===== src/rtl/sfr_bus_arb_pkg.sv =====
// sfr_arb_pkg: shared types and constants for the SFR bus arbiter slice.
//   - SFR_ADDR_W / SFR_DATA_W : default SFR address / data widths
//   - SFR_STARVE_MAX          : default engine wait limit for the starvation flag
//   - SFR_IDLE_ADDR           : address driven onto the memory when the bus is idle
//   - arb_state_e             : engine-side FSM states
//   - starve_cnt_w()          : width of a counter that must hold 0..max
package sfr_arb_pkg;

    localparam int unsigned SFR_ADDR_W     = 8;
    localparam int unsigned SFR_DATA_W     = 8;
    localparam int unsigned SFR_STARVE_MAX = 16;

    localparam logic [SFR_ADDR_W-1:0] SFR_IDLE_ADDR = 8'h00;

    typedef enum logic [1:0] {
        IDLE = 2'd0,
        PEND = 2'd1,
        DONE = 2'd2
    } arb_state_e;

    function automatic int unsigned starve_cnt_w(input int unsigned max_val);
        return $clog2(max_val + 1);
    endfunction

endpackage


===== src/rtl/sfr_bus_arb_if.sv =====
// sfr_bus_arb_if: bundles the core SFR bus, the I2C engine request port and
// the SFR memory port around the arbiter.
//   modport slave  : the arbiter's view (core/engine requests in, memory strobes out)
//   modport master : the environment's view (core, engine and memory)
interface sfr_bus_arb_if
    import sfr_arb_pkg::*;
#(
    parameter int unsigned ADDR_W = SFR_ADDR_W,
    parameter int unsigned DATA_W = SFR_DATA_W
);

    logic [ADDR_W-1:0] cpu_addr;
    logic [DATA_W-1:0] cpu_wdata;
    logic              cpu_wr_n;
    logic              cpu_rd_n;
    logic [DATA_W-1:0] cpu_rdata;

    logic              eng_req;
    logic              eng_we;
    logic [ADDR_W-1:0] eng_addr;
    logic [DATA_W-1:0] eng_wdata;
    logic              eng_gnt;
    logic              eng_done;
    logic [DATA_W-1:0] eng_rdata;
    logic              eng_starve;

    logic [ADDR_W-1:0] mem_addr;
    logic [DATA_W-1:0] mem_wdata;
    logic [DATA_W-1:0] mem_rdata;
    logic              mem_wr_n;
    logic              mem_rd_n;

    modport slave (
        input  cpu_addr, cpu_wdata, cpu_wr_n, cpu_rd_n,
        input  eng_req, eng_we, eng_addr, eng_wdata,
        input  mem_rdata,
        output cpu_rdata,
        output eng_gnt, eng_done, eng_rdata, eng_starve,
        output mem_addr, mem_wdata, mem_wr_n, mem_rd_n
    );

    modport master (
        output cpu_addr, cpu_wdata, cpu_wr_n, cpu_rd_n,
        output eng_req, eng_we, eng_addr, eng_wdata,
        output mem_rdata,
        input  cpu_rdata,
        input  eng_gnt, eng_done, eng_rdata, eng_starve,
        input  mem_addr, mem_wdata, mem_wr_n, mem_rd_n
    );

endinterface


===== src/rtl/sfr_starve_cnt.sv =====
// sfr_starve_cnt: counts the cycles a latched engine access loses to the core
// and raises a sticky starvation flag once the count reaches STARVE_MAX.
// Built only when SFR_ARB_STARVE_EN is defined.
//   clk, rst_n : clock, synchronous active-low reset
//   pend       : engine access is waiting for the bus
//   busy       : core owns the bus this cycle
//   starve     : sticky flag, cleared only by reset
`ifdef SFR_ARB_STARVE_EN
module sfr_starve_cnt
    import sfr_arb_pkg::*;
#(
    parameter int unsigned STARVE_MAX = SFR_STARVE_MAX
) (
    input  logic clk,
    input  logic rst_n,
    input  logic pend,
    input  logic busy,
    output logic starve
);

    localparam int unsigned          CNT_W   = starve_cnt_w(STARVE_MAX);
    localparam logic [CNT_W-1:0]     CNT_MAX = CNT_W'(STARVE_MAX);

    logic [CNT_W-1:0] cnt;
    logic [CNT_W-1:0] cnt_nxt;

    // Saturating count of lost cycles; restarts for every new pending access.
    always_comb begin
        cnt_nxt = cnt;
        if (!pend) begin
            cnt_nxt = '0;
        end else if (busy && (cnt != CNT_MAX)) begin
            cnt_nxt = cnt + CNT_W'(1);
        end
    end

    // Flag is set from the next count so it rises on the same edge the limit is hit.
    always_ff @(posedge clk) begin
        if (!rst_n) begin
            cnt    <= '0;
            starve <= 1'b0;
        end else begin
            cnt <= cnt_nxt;
            if (cnt_nxt == CNT_MAX) begin
                starve <= 1'b1;
            end
        end
    end

endmodule
`endif


===== src/rtl/sfr_bus_arb.sv =====
// sfr_bus_arb: shares the single-port SFR memory between the 8051 core bus
// and the I2C engine. The core path is combinational and never stalled; an
// engine access is latched on grant and issued in the first core-idle cycle.
//   clk, rst_n : clock, synchronous active-low reset
//   bus        : sfr_bus_arb_if.slave (core bus, engine port, memory port)
// Optional feature: define SFR_ARB_STARVE_EN to build the engine starvation
// counter (parameter STARVE_MAX); otherwise eng_starve is tied low.
module sfr_bus_arb
    import sfr_arb_pkg::*;
#(
    parameter int unsigned ADDR_W = SFR_ADDR_W,
    parameter int unsigned DATA_W = SFR_DATA_W
`ifdef SFR_ARB_STARVE_EN
    ,
    parameter int unsigned STARVE_MAX = SFR_STARVE_MAX
`endif
) (
    input  logic         clk,
    input  logic         rst_n,
    sfr_bus_arb_if.slave bus
);

    arb_state_e        state;
    arb_state_e        state_nxt;
    logic              cpu_busy;
    logic              eng_accept;
    logic              eng_issue;
    logic              issue_en;

    logic              lat_we;
    logic [ADDR_W-1:0] lat_addr;
    logic [DATA_W-1:0] lat_wdata;
    logic [DATA_W-1:0] rdata_q;

    assign cpu_busy = !bus.cpu_wr_n || !bus.cpu_rd_n;

    // Reset blanks an issue cycle so a discarded access never reaches memory.
    assign issue_en = eng_issue && rst_n;

    // Next state; grant and issue are decided here.
    always_comb begin
        state_nxt  = state;
        eng_accept = 1'b0;
        eng_issue  = 1'b0;
        case (state)
            IDLE: begin
                if (bus.eng_req) begin
                    eng_accept = 1'b1;
                    state_nxt  = PEND;
                end
            end
            PEND: begin
                if (!cpu_busy) begin
                    eng_issue = 1'b1;
                    state_nxt = DONE;
                end
            end
            DONE:    state_nxt = IDLE;
            default: state_nxt = IDLE;
        endcase
    end

    // State register, request latch and engine read capture.
    always_ff @(posedge clk) begin
        if (!rst_n) begin
            state     <= IDLE;
            lat_we    <= 1'b0;
            lat_addr  <= '0;
            lat_wdata <= '0;
            rdata_q   <= '0;
        end else begin
            state <= state_nxt;
            if (eng_accept) begin
                lat_we    <= bus.eng_we;
                lat_addr  <= bus.eng_addr;
                lat_wdata <= bus.eng_wdata;
            end
            if (eng_issue && !lat_we) begin
                rdata_q <= bus.mem_rdata;
            end
        end
    end

    // Memory port mux: core first, then a pending engine access, else idle.
    always_comb begin
        bus.mem_addr  = ADDR_W'(SFR_IDLE_ADDR);
        bus.mem_wdata = '0;
        bus.mem_wr_n  = 1'b1;
        bus.mem_rd_n  = 1'b1;
        if (cpu_busy) begin
            bus.mem_addr  = bus.cpu_addr;
            bus.mem_wdata = bus.cpu_wdata;
            bus.mem_wr_n  = bus.cpu_wr_n;
            bus.mem_rd_n  = bus.cpu_rd_n;
        end else if (issue_en) begin
            bus.mem_addr  = lat_addr;
            bus.mem_wdata = lat_wdata;
            bus.mem_wr_n  = !lat_we;
            bus.mem_rd_n  = lat_we;
        end
    end

    assign bus.cpu_rdata = bus.mem_rdata;
    assign bus.eng_gnt   = eng_accept && rst_n;
    assign bus.eng_done  = (state == DONE);
    assign bus.eng_rdata = rdata_q;

`ifdef SFR_ARB_STARVE_EN
    sfr_starve_cnt #(
        .STARVE_MAX(STARVE_MAX)
    ) u_starve_cnt (
        .clk   (clk),
        .rst_n (rst_n),
        .pend  (state == PEND),
        .busy  (cpu_busy),
        .starve(bus.eng_starve)
    );
`else
    assign bus.eng_starve = 1'b0;
`endif

endmodule


===== src/flat_wrapper.sv =====
// flat-port wrapper written by rule: the top's interface ports become plain ports
module sfr_bus_arb_flat import sfr_arb_pkg::*;
#(
    parameter int unsigned ADDR_W = SFR_ADDR_W,
    parameter int unsigned DATA_W = SFR_DATA_W

)
  (clk, rst_n, bus_cpu_addr, bus_cpu_wdata, bus_cpu_wr_n, bus_cpu_rd_n, bus_eng_req, bus_eng_we, bus_eng_addr, bus_eng_wdata, bus_mem_rdata, bus_cpu_rdata, bus_eng_gnt, bus_eng_done, bus_eng_rdata, bus_eng_starve, bus_mem_addr, bus_mem_wdata, bus_mem_wr_n, bus_mem_rd_n);
  sfr_bus_arb_if #(.ADDR_W(ADDR_W), .DATA_W(DATA_W)) bus_i ();
  input  logic clk;
  input  logic rst_n;
  input wire logic [$bits(bus_i.cpu_addr)-1:0] bus_cpu_addr;
  input wire logic [$bits(bus_i.cpu_wdata)-1:0] bus_cpu_wdata;
  input wire logic [$bits(bus_i.cpu_wr_n)-1:0] bus_cpu_wr_n;
  input wire logic [$bits(bus_i.cpu_rd_n)-1:0] bus_cpu_rd_n;
  input wire logic [$bits(bus_i.eng_req)-1:0] bus_eng_req;
  input wire logic [$bits(bus_i.eng_we)-1:0] bus_eng_we;
  input wire logic [$bits(bus_i.eng_addr)-1:0] bus_eng_addr;
  input wire logic [$bits(bus_i.eng_wdata)-1:0] bus_eng_wdata;
  input wire logic [$bits(bus_i.mem_rdata)-1:0] bus_mem_rdata;
  output wire logic [$bits(bus_i.cpu_rdata)-1:0] bus_cpu_rdata;
  output wire logic [$bits(bus_i.eng_gnt)-1:0] bus_eng_gnt;
  output wire logic [$bits(bus_i.eng_done)-1:0] bus_eng_done;
  output wire logic [$bits(bus_i.eng_rdata)-1:0] bus_eng_rdata;
  output wire logic [$bits(bus_i.eng_starve)-1:0] bus_eng_starve;
  output wire logic [$bits(bus_i.mem_addr)-1:0] bus_mem_addr;
  output wire logic [$bits(bus_i.mem_wdata)-1:0] bus_mem_wdata;
  output wire logic [$bits(bus_i.mem_wr_n)-1:0] bus_mem_wr_n;
  output wire logic [$bits(bus_i.mem_rd_n)-1:0] bus_mem_rd_n;
  assign bus_i.cpu_addr = bus_cpu_addr;
  assign bus_i.cpu_wdata = bus_cpu_wdata;
  assign bus_i.cpu_wr_n = bus_cpu_wr_n;
  assign bus_i.cpu_rd_n = bus_cpu_rd_n;
  assign bus_i.eng_req = bus_eng_req;
  assign bus_i.eng_we = bus_eng_we;
  assign bus_i.eng_addr = bus_eng_addr;
  assign bus_i.eng_wdata = bus_eng_wdata;
  assign bus_i.mem_rdata = bus_mem_rdata;
  assign bus_cpu_rdata = bus_i.cpu_rdata;
  assign bus_eng_gnt = bus_i.eng_gnt;
  assign bus_eng_done = bus_i.eng_done;
  assign bus_eng_rdata = bus_i.eng_rdata;
  assign bus_eng_starve = bus_i.eng_starve;
  assign bus_mem_addr = bus_i.mem_addr;
  assign bus_mem_wdata = bus_i.mem_wdata;
  assign bus_mem_wr_n = bus_i.mem_wr_n;
  assign bus_mem_rd_n = bus_i.mem_rd_n;
  sfr_bus_arb #(.ADDR_W(ADDR_W), .DATA_W(DATA_W)) u_core (.clk(clk), .rst_n(rst_n), .bus(bus_i));
endmodule

===== config.mk =====
export PLATFORM = sky130hd
export DESIGN_NAME = sfr_bus_arb_flat
export DESIGN_NICKNAME = d
export VERILOG_FILES = /design/src/rtl/sfr_bus_arb_pkg.sv /design/src/rtl/sfr_bus_arb_if.sv /design/src/rtl/sfr_starve_cnt.sv /design/src/rtl/sfr_bus_arb.sv /design/src/flat_wrapper.sv
export SDC_FILE = /design/constraint.sdc
export NUM_CORES = 1
export LEC_CHECK = 0
export BUFFER_PORTS_ARGS = -buffer_cell sky130_fd_sc_hd__buf_4
export CAP_MARGIN = 20
export CELL_PAD_IN_SITES_DETAIL_PLACEMENT = 1
export CELL_PAD_IN_SITES_GLOBAL_PLACEMENT = 2
export CORE_MARGIN = 2
export CORE_UTILIZATION = 23
export DETAILED_ROUTE_END_ITERATION = 10
export GPL_ROUTABILITY_DRIVEN = 0
export PLACE_DENSITY_LB_ADDON = 0.1
export SLEW_MARGIN = 30
export SYNTH_ARGS = -nofsm -noshare
export SYNTH_HDL_FRONTEND = slang
export SYNTH_SLANG_ARGS = --single-unit
export TNS_END_PERCENT = 5

===== constraint.sdc =====
create_clock -name clk -period 1.5 [get_ports clk]
set_input_delay 0 -clock clk [delete_from_list [all_inputs] [get_ports clk]]
set_output_delay 0 -clock clk [all_outputs]
set_load 0.05 [all_outputs]

After elaboration in Yosys (flattened, before gate mapping):

Cells that the tools add are included.

* register bits after elaboration: 27
* bits of input ports: 46
* output and inout bits: 37

* eq/ne operators: 4
* muxes and demuxes: 15
* reduce and logical (&&, ||, !) cells: 9

Operators with widths (number)
* $mux 8: 4
* $mux 1: 8
* $mux 2: 2
* $ne 2x2->1 const B: 2
* $pmux 2 s2: 1
* $logic_and 1x1->1: 3
* $logic_not 1->1: 3
* $eq 2x1->1 const B: 1
* $eq 2x2->1 const B: 1
* $logic_not 2->1: 1
* $reduce_and 2->1: 1
* $logic_or 1x1->1: 1

Logic depth before layout (Yosys ltp):

Gate-level depths: netlist of the first run.

* depth after elaboration: 7
* depth in mapped cells: 5
* gate-level depth less buffers: 3

Worst setup path after synthesis of the first run:

OpenSTA, ideal clock, no wires.

* kind: reg-to-output
* start point: reg u_core.state[1]
* end point: out bus_mem_wr_n
* data arrival time: 1.740 ns
* setup slack: -0.240 ns
* cell stages (with the launch flop): 6
* buffers on the path: 2
* path through: dfxtp_1 nor2b_4 and4_4 buf_6 buf_12 a31oi_1

* longest elaborated chain between the ends: 5

Ends and longest elaborated chain
* start: declaration: RTL line sfr_bus_arb.sv:23 `arb_state_e state;`
* start signal: assignment: RTL line sfr_bus_arb.sv:72 `state <= state_nxt;`
* $eq 2x1->1: RTL line sfr_bus_arb.sv:45 `case (state)`
* $mux 1: RTL line sfr_bus_arb.sv:45
* $logic_and 1x1->1: RTL line sfr_bus_arb.sv:38 `assign issue_en = eng_issue && rst_n;`
* $mux 1: RTL line sfr_bus_arb.sv:95 `end else if (issue_en) begin`
* $mux 1: RTL line sfr_bus_arb.sv:90 `if (cpu_busy) begin`
* end: declaration: RTL line flat_wrapper.sv:28 `output wire logic [$bits(bus_i.mem_wr_n)-1:0] bus_mem_wr_n;`

No other way between the ends.

Worst setup path after layout of the first run:

* start point: reg u_core.state[0]
* end point: out bus_mem_wdata[7]

* longest elaborated chain between the ends: 5

Ends and longest elaborated chain
* $eq 2x1->1: RTL line sfr_bus_arb.sv:45
* $mux 1: RTL line sfr_bus_arb.sv:45
* $logic_and 1x1->1: RTL line sfr_bus_arb.sv:38
* $mux 8: RTL line sfr_bus_arb.sv:95
* $mux 8: RTL line sfr_bus_arb.sv:90
* end: declaration: RTL line flat_wrapper.sv:27 `output wire logic [$bits(bus_i.mem_wdata)-1:0] bus_mem_wdata;`

No other way between the ends.

==> results.toml, run 1 <==
[pwr]
power_density_nw_per_um2 = 765
total_leakage_power_nw = 1.06
peakVddDrop_v = 0.000350

[worst_setup_path]
reg2reg_depth = 5
required_ps = 1500
crit_chain = "nor2b_4 -> buf_6 -> and4_4 -> a22o_1 -> buf_6"
arrival_ps = 1490
worstSetupEndpointType = "primary output"
cpMostUsedCell = "buf_6"
worstSetupPathType = "reg2out"
critPathMaxStageDelay_ps = 370
start_kind = "flip-flop"
critPathMaxFanout = 5
worst_path_max_delay_cell = "dfxtp_4"

[floorplan]
start_util = 0.234
die_h_um = 81.0
die_area_um2 = 6560
pin_count = 83
placementRows = 28
core-area_um2 = 5820
die_x_um = 81.0

[global_routing]
antenna_found_initial = 0
grt_start_max_net_pins = 36
grt-ovfl-total = 0
grt_pass1_vias = 1488
grt.total_usage = 0.141
grt_pass1_wl_um = 7020

[cells_and_area]
num-nets-final = 301
finalNonFillerCells = 329
multi_input_area_um2 = 688
final_area_um2 = 2390
drive_gt1_frac = 0.445
regArea_um2 = 546
syn_to_final_growth_pct = 75.6
fillCellCount = 716
antenna_cells = 0

[sta]
setup_ws_ps = 7.06
fin_crit_sh = 0.995
slew_viol_final = 0
fmax_ghz = 0.670
min_period_ps = 1490
timing_hold_violations_final = 0
fin_skew_ps = 5.56
fin_tns_setup_ps = 0
holdWs_ps = 9.51
setup_violations = 0
grt_setup_unrepaired = "true"

[synth]
synth.area.mux_share = 0.0588
syn_area_um2 = 1360
ys_seq_area_frac = 0.397
netlist_instances = 153
synth_top_family_by_area = "compound AO/OA/AOI/OAI gates"
yosys_warnings = 0
synth_compound_area_frac = 0.217
synth-seq-cells = 27
synth-xor-area-share = 0
synthAdderAreaFrac = 0
syn_nets = 199
yosysUniqueCellTypes = 24
synth-simple-area-share = 0.200
syn_avg_cell_area_um2 = 8.91

[clock_tree]
cts.sinks = 27
cts-root-buf = "clkbuf_8"
cts_inserted_buffers = 3
cts_max_level = 1
worstSkewPairLatency_ps = 270
cts.clk_slew.worst_paths_ps = 90
cts_tree = "built"
clockBufferDepth = 2

[worst_hold_path]
holdPathStages = 3
holdCritPathClass = "in2reg"

[flow_run]
cap_violations = 0

[detailed_routing]
dr.pass1.iters = 4
vias = 1458
drc = 0
ant_nets = 0
via_per_inst = 4.43
drt_iter0_markers = 27
totalWireLength_um = 4610
routedWlPerCell_um = 14.0

[placed_design]
pre_cts_slack_ps = 62.0
io_buffers = 81
dp_cells = 294
hpwl_um = 3060
place_area_um2 = 1950

[status]
outcome = "complete, no violations"
[per-layer routing]
| layer | routed length, um | global-route usage | part of all wire |
|---|---|---|---|
| met4 | 72 | 0.0492 | 0.016 |
| met1 | 1770 | 0.160 | 0.38 |
| met5 | 0 | 0 | 0 |
| met2 | 2550 | 0.264 | 0.55 |
| met3 | 214 | 0.0222 | 0.046 |
[cells in the mapped netlist]
cell,count,area [um^2]
a21boi_0,9,67.6
a21boi_1,9,67.6
a21oi_1,1,5.00
a22o_1,9,78.8
a22o_2,7,70.1
a31oi_1,1,6.26
and2_1,1,6.26
and2b_2,1,8.76
and4_4,1,11.3
buf_12,1,20.0
buf_4,10,75.1
buf_6,3,33.8
buf_8,1,15.0
clkbuf_1,5,18.8
conb_1,1,3.75
dfxtp_1,27,541
inv_1,2,7.51
mux2i_1,8,80.1
nand2_1,51,191
nor2b_1,1,6.26
nor2b_4,1,13.8
nor3b_1,1,7.51
nor3b_4,1,18.8
or3b_1,1,8.76
[registers in the layout, indices dropped and copies added (netlist names)]
register / cells
u_core.bus.eng_rdata: 8
u_core.lat_we: 1
u_core.lat_wdata: 8
u_core.lat_addr: 8
u_core.state: 2
[worst max-delay path, delay by kind of cell, from the launching register on]
family / cells / cell delay (ps)
and+or+nand+nor: 2 / 420
DFF: 1 / 370
buffers and inverters: 2 / 280
AOI/OAI and AO/OA: 1 / 160
[cell usage in the layout (no fill, tap or decap), types with 2 or more instances in the layout]
cell type | synthesis | final
buf_4 | 10 | 71
nand2_1 | 51 | 51
dfxtp_1 | 27 | 25
dlygate4sd3_1 | 0 | 23
buf_6 | 3 | 19
a22o_1 | 9 | 9
a21boi_1 | 9 | 9
a21boi_0 | 9 | 9
mux2i_1 | 8 | 8
a22o_2 | 7 | 7
and4_4 | 1 | 3
clkbuf_8 | 0 | 3
inv_1 | 2 | 2
[power by group]
group / switching, mW / total (mW) / leakage (nW) / internal [mW]
Combinational: 0.347 / 0.643 / 0.818 / 0.297
Sequential: 0.0228 / 0.776 / 0.222 / 0.753
Clock: 0.221 / 0.411 / 0.0228 / 0.190
Total: 0.591 / 1.83 / 1.06 / 1.24
[path summary, 6_finish.rpt]
kind / to / from / slack [ps]
worst max-delay path: bus_mem_wdata[7] / u_core.state[0] / 7
worst max register to register: u_core.bus.eng_rdata[5] / u_core.state[0] / 240
worst min-delay path: u_core.bus.eng_rdata[5] / bus_mem_rdata[5] / 10
worst min register to register: u_core.lat_wdata[6] / u_core.lat_wdata[6] / 460
[cells by family (layout without fill, tap and decap cells)]
logic type | Yosys count | after routing
AO/OA/AOI/OAI | 36 | 36
buffers and inverters | 22 | 121
flip-flops | 27 | 27
multiplexers | 8 | 8
other | 1 | 1
AND/OR/NAND/NOR | 59 | 61
[cell type report]
cell class	count	share of cell area
Clock buffer	4	0.0188
Multi-Input combinational cell	106	0.288
Inverter	2	0.00314
Sequential cell	27	0.228
Tap cell	75	0.0392
Timing Repair Buffer	115	0.423
[repair_timing]
| item | in CTS | in global routing |
|---|---|---|
| hold buffers | 22 | 1 |
| pin swaps | 3 | 3 |
| cloned | 2 | 0 |
| hold endpoints to repair | 22 | 1 |
| buffers inserted | 6 | 0 |
| gates resized for setup | 16 | 14 |
| setup endpoints to repair | 18 | 35 |
[stage by stage]
stage | utilization | power (mW)
detailed placement | 0.335 | 1.34
global route | 0.411 | 1.94
global placement | 0.335 | 1.32
floorplan | - | 1.15
CTS | 0.401 | 1.84
finish | 0.411 | 1.83
Note: power is estimated with default switching activity, not from simulation.
==> inputs of run 2 (changes only) <==
Settings changed: CORE_UTILIZATION 23 to 22, SYNTH_HIERARCHICAL set to 1.
==> run 2 against run 1 <==
Compared with the run above:
- area after synthesis fell by 2.5%
- final cell count down 0.61%
- sequential power about the same
- utilization decreased by 1.7 points
- die area rose by 1.8%
- clock skew is 2.7 ps lower
- non-clock buffer count decreased by 1
==> results.toml, run 2 <==
[status]
outcome = "complete, no violations"

[worst_setup_path]
reg2reg_depth = 3
path_buf_inv = 2
critPathMaxStageDelay_ps = 370
worstSetupPathType = "reg2out"
critPathMaxFanout = 14
worst_path_max_delay_cell = "dfxtp_2"
cpMostUsedCell = "buf_6"
r2r_slack_ps = 120
worstSetupPathDepth = 5
arrival_ps = 1480
r2r_end = "u_core/lat_wdata[5]"
crit_chain = "nand3b_1 -> nor2_2 -> buf_6 -> a22o_1 -> buf_6"
required_ps = 1500
start_kind = "flip-flop"
path_delay_family = "flip-flops"
rr_startpoint = "u_core/state[0]"
worstSetupEndpointType = "primary output"

[synth]
netlist_instances = 153
ys_async_sr_fraction = 0
syn_avg_cell_area_um2 = 8.68
yosysTopAreaCell = "dfxtp_1"
syn_area_um2 = 1330
ys_seq_area_frac = 0.407
synth.area.mux_share = 0.0603
synthAdderAreaFrac = 0
synthTopCellsByCount = "50 x nand2_1, 27 x dfxtp_1, 16 x a22o_1"
synth-edff-count = 0
synth_top_family_by_area = "compound AO/OA/AOI/OAI gates"
synth_top_flop_cell = "dfxtp_1"
yosys_warnings = 6
syn_nets = 199
yosysUniqueCellTypes = 22
synth_most_common_cell = "nand2_1"
synth_area_leaders = "dfxtp_1 41%, nand2_1 14%, a22o_1 11%"
synth_top_area_share = 0.407
synth-xor-area-share = 0
synth-seq-cells = 27
synth_compound_area_frac = 0.216
synth-simple-area-share = 0.201

[clock_tree]
cts-root-buf = "clkbuf_8"
worstSkewPairLatency_ps = 270
clockBufferDepth = 2
cts_inserted_buffers = 3
cts.sinks = 27
cts.clk_slew.worst_paths_ps = 90
cts_tree = "built"
cts_max_level = 1

[placed_design]
place_area_um2 = 1950
hpwl_um = 3090
io_buffers = 81
dp_cells = 297

[detailed_routing]
via_per_inst = 4.34
wl_met1_um = 1870
vias = 1420
drc = 0
totalWireLength_um = 4470
drt_iter0_markers = 40
routedWlPerCell_um = 13.7
ant_nets = 0
dr.pass1.iters = 2
top_layer = "met4"
wl_met3_um = 263
wl_met2_um = 2300

[cells_and_area]
final_common_cell = "buf_4"
final_cell_mix = "71 x buf_4, 50 x nand2_1, 25 x dlygate4sd3_1, 25 x dfxtp_1, 18 x buf_6"
finalNonFillerCells = 327
fillCellCount = 695
antenna_cells = 0
drive_gt1_frac = 0.393
syn_to_final_growth_pct = 74.8
num-nets-final = 299
fin_util = 0.395
final_area_um2 = 2320

[global_routing]
grt_pass1_wl_um = 7200
grt.total_usage = 0.140
grt-ovfl-total = 0
antenna_found_initial = 0
grt_pass1_vias = 1544
grt_start_max_net_pins = 37

[floorplan]
die_h_um = 81.7
die_x_um = 81.7
start_util = 0.226
placementRows = 28
die_area_um2 = 6680
pin_count = 83
core-area_um2 = 5890

[pwr]
power_density_nw_per_um2 = 781
total_leakage_power_nw = 1.03
peakVddDrop_v = 0.000304

[sta]
fin_skew_ps = 2.82
slew_viol_final = 0
slew_headroom = 0.593
fmax_ghz = 0.677
holdWs_ps = 193
fin_tns_setup_ps = 0
fin_crit_sh = 0.984
min_period_ps = 1480
grt_setup_unrepaired = "true"
timing_hold_violations_final = 0
worstMarginPinSlew_ps = 610
setup_violations = 0

[worst_hold_path]
hold-path-endpoint = "u_core/state[1]"
hp-start = "rst_n"
holdPathStages = 4
holdCritPathClass = "in2reg"

[flow_run]
cap_violations = 0
==> run 2: cell types whose count changed in the layout (fill, tap and decap cells not counted), sizes merged, moves of 2 or more <==
cell / previous run / this run
a31oi: 1 / 3
nor2: 0 / 2
buf: 92 / 89
and4: 3 / 0
dlygate4sd3: 23 / 25
==> run 2: worst max path at each step <==
stage	to	slack [ps]	from
CTS	bus_mem_addr[4]	0.2	u_core/state[1]
detailed placement	u_core/lat_wdata[1]	80	u_core/state[0]
global placement	u_core/lat_wdata[1]	130	u_core/state[0]
global route	bus_mem_wdata[7]	-90	u_core/state[1]
finish	bus_mem_addr[7]	20	u_core/state[1]
floorplan	bus_mem_rd_n	-30	u_core/state[0]
==> run 2: what timing repair did <==
action / 4_1_cts / 5_1_grt
hold endpoints to repair: 25 / 0
buffers inserted: 1 / 0
hold buffers: 25 / 0
endpoints found under the setup margin: 14 / 17
pin swaps: 0 / 1
gates resized for setup: 6 / 14
==> run 2: kinds of logic (layout without fill, tap and decap cells) <==
family / count (synthesis) / after routing
AND/OR/NAND/NOR: 59 / 59
buffers and inverters: 22 / 121
other: 1 / 1
AO/OA/AOI/OAI: 36 / 36
flip-flops: 27 / 27
multiplexers: 8 / 8
==> run 2: stage by stage <==
| step | setup slack (ps) | total power, mW |
|---|---|---|
| 2_1_floorplan | -26.0 | 1.14 |
| 3_3_place_gp | 128 | 1.32 |
| 3_5_place_dp | 81.2 | 1.33 |
| 4_1_cts | 0.201 | 1.83 |
| 5_1_grt | -85.7 | 1.92 |
| 6_report | 23.9 | 1.81 |
==> run 2: report_power, final <==
group / internal [mW] / total, mW / switching [mW]
combinational: 0.276 / 0.614 / 0.338
sequential: 0.754 / 0.779 / 0.0245
clock: 0.190 / 0.420 / 0.230
total: 1.22 / 1.81 / 0.592
==> run 2: worst min-delay path, stage by stage <==
cell and delay, ps:
buf_4 120, nand3b_1 100, nor2_2 50, buf_6 150
==> run 2: cell type report <==
class / instances / area, um^2 / area share
well taps: 75 / 93.8 / 0.0404
inverters: 3 / 11.3 / 0.00485
clock buffers: 4 / 45.0 / 0.0194
multi-input cells: 104 / 643 / 0.277
flip-flops and latches: 27 / 543 / 0.234
repair buffers: 114 / 986 / 0.425
==> run 2: layer usage <==
metal,up-vias,track usage
li1,705,-
met5,-,0
met2,45,0.249
met1,666,0.174
met3,4,0.0253
met4,0,0.0367
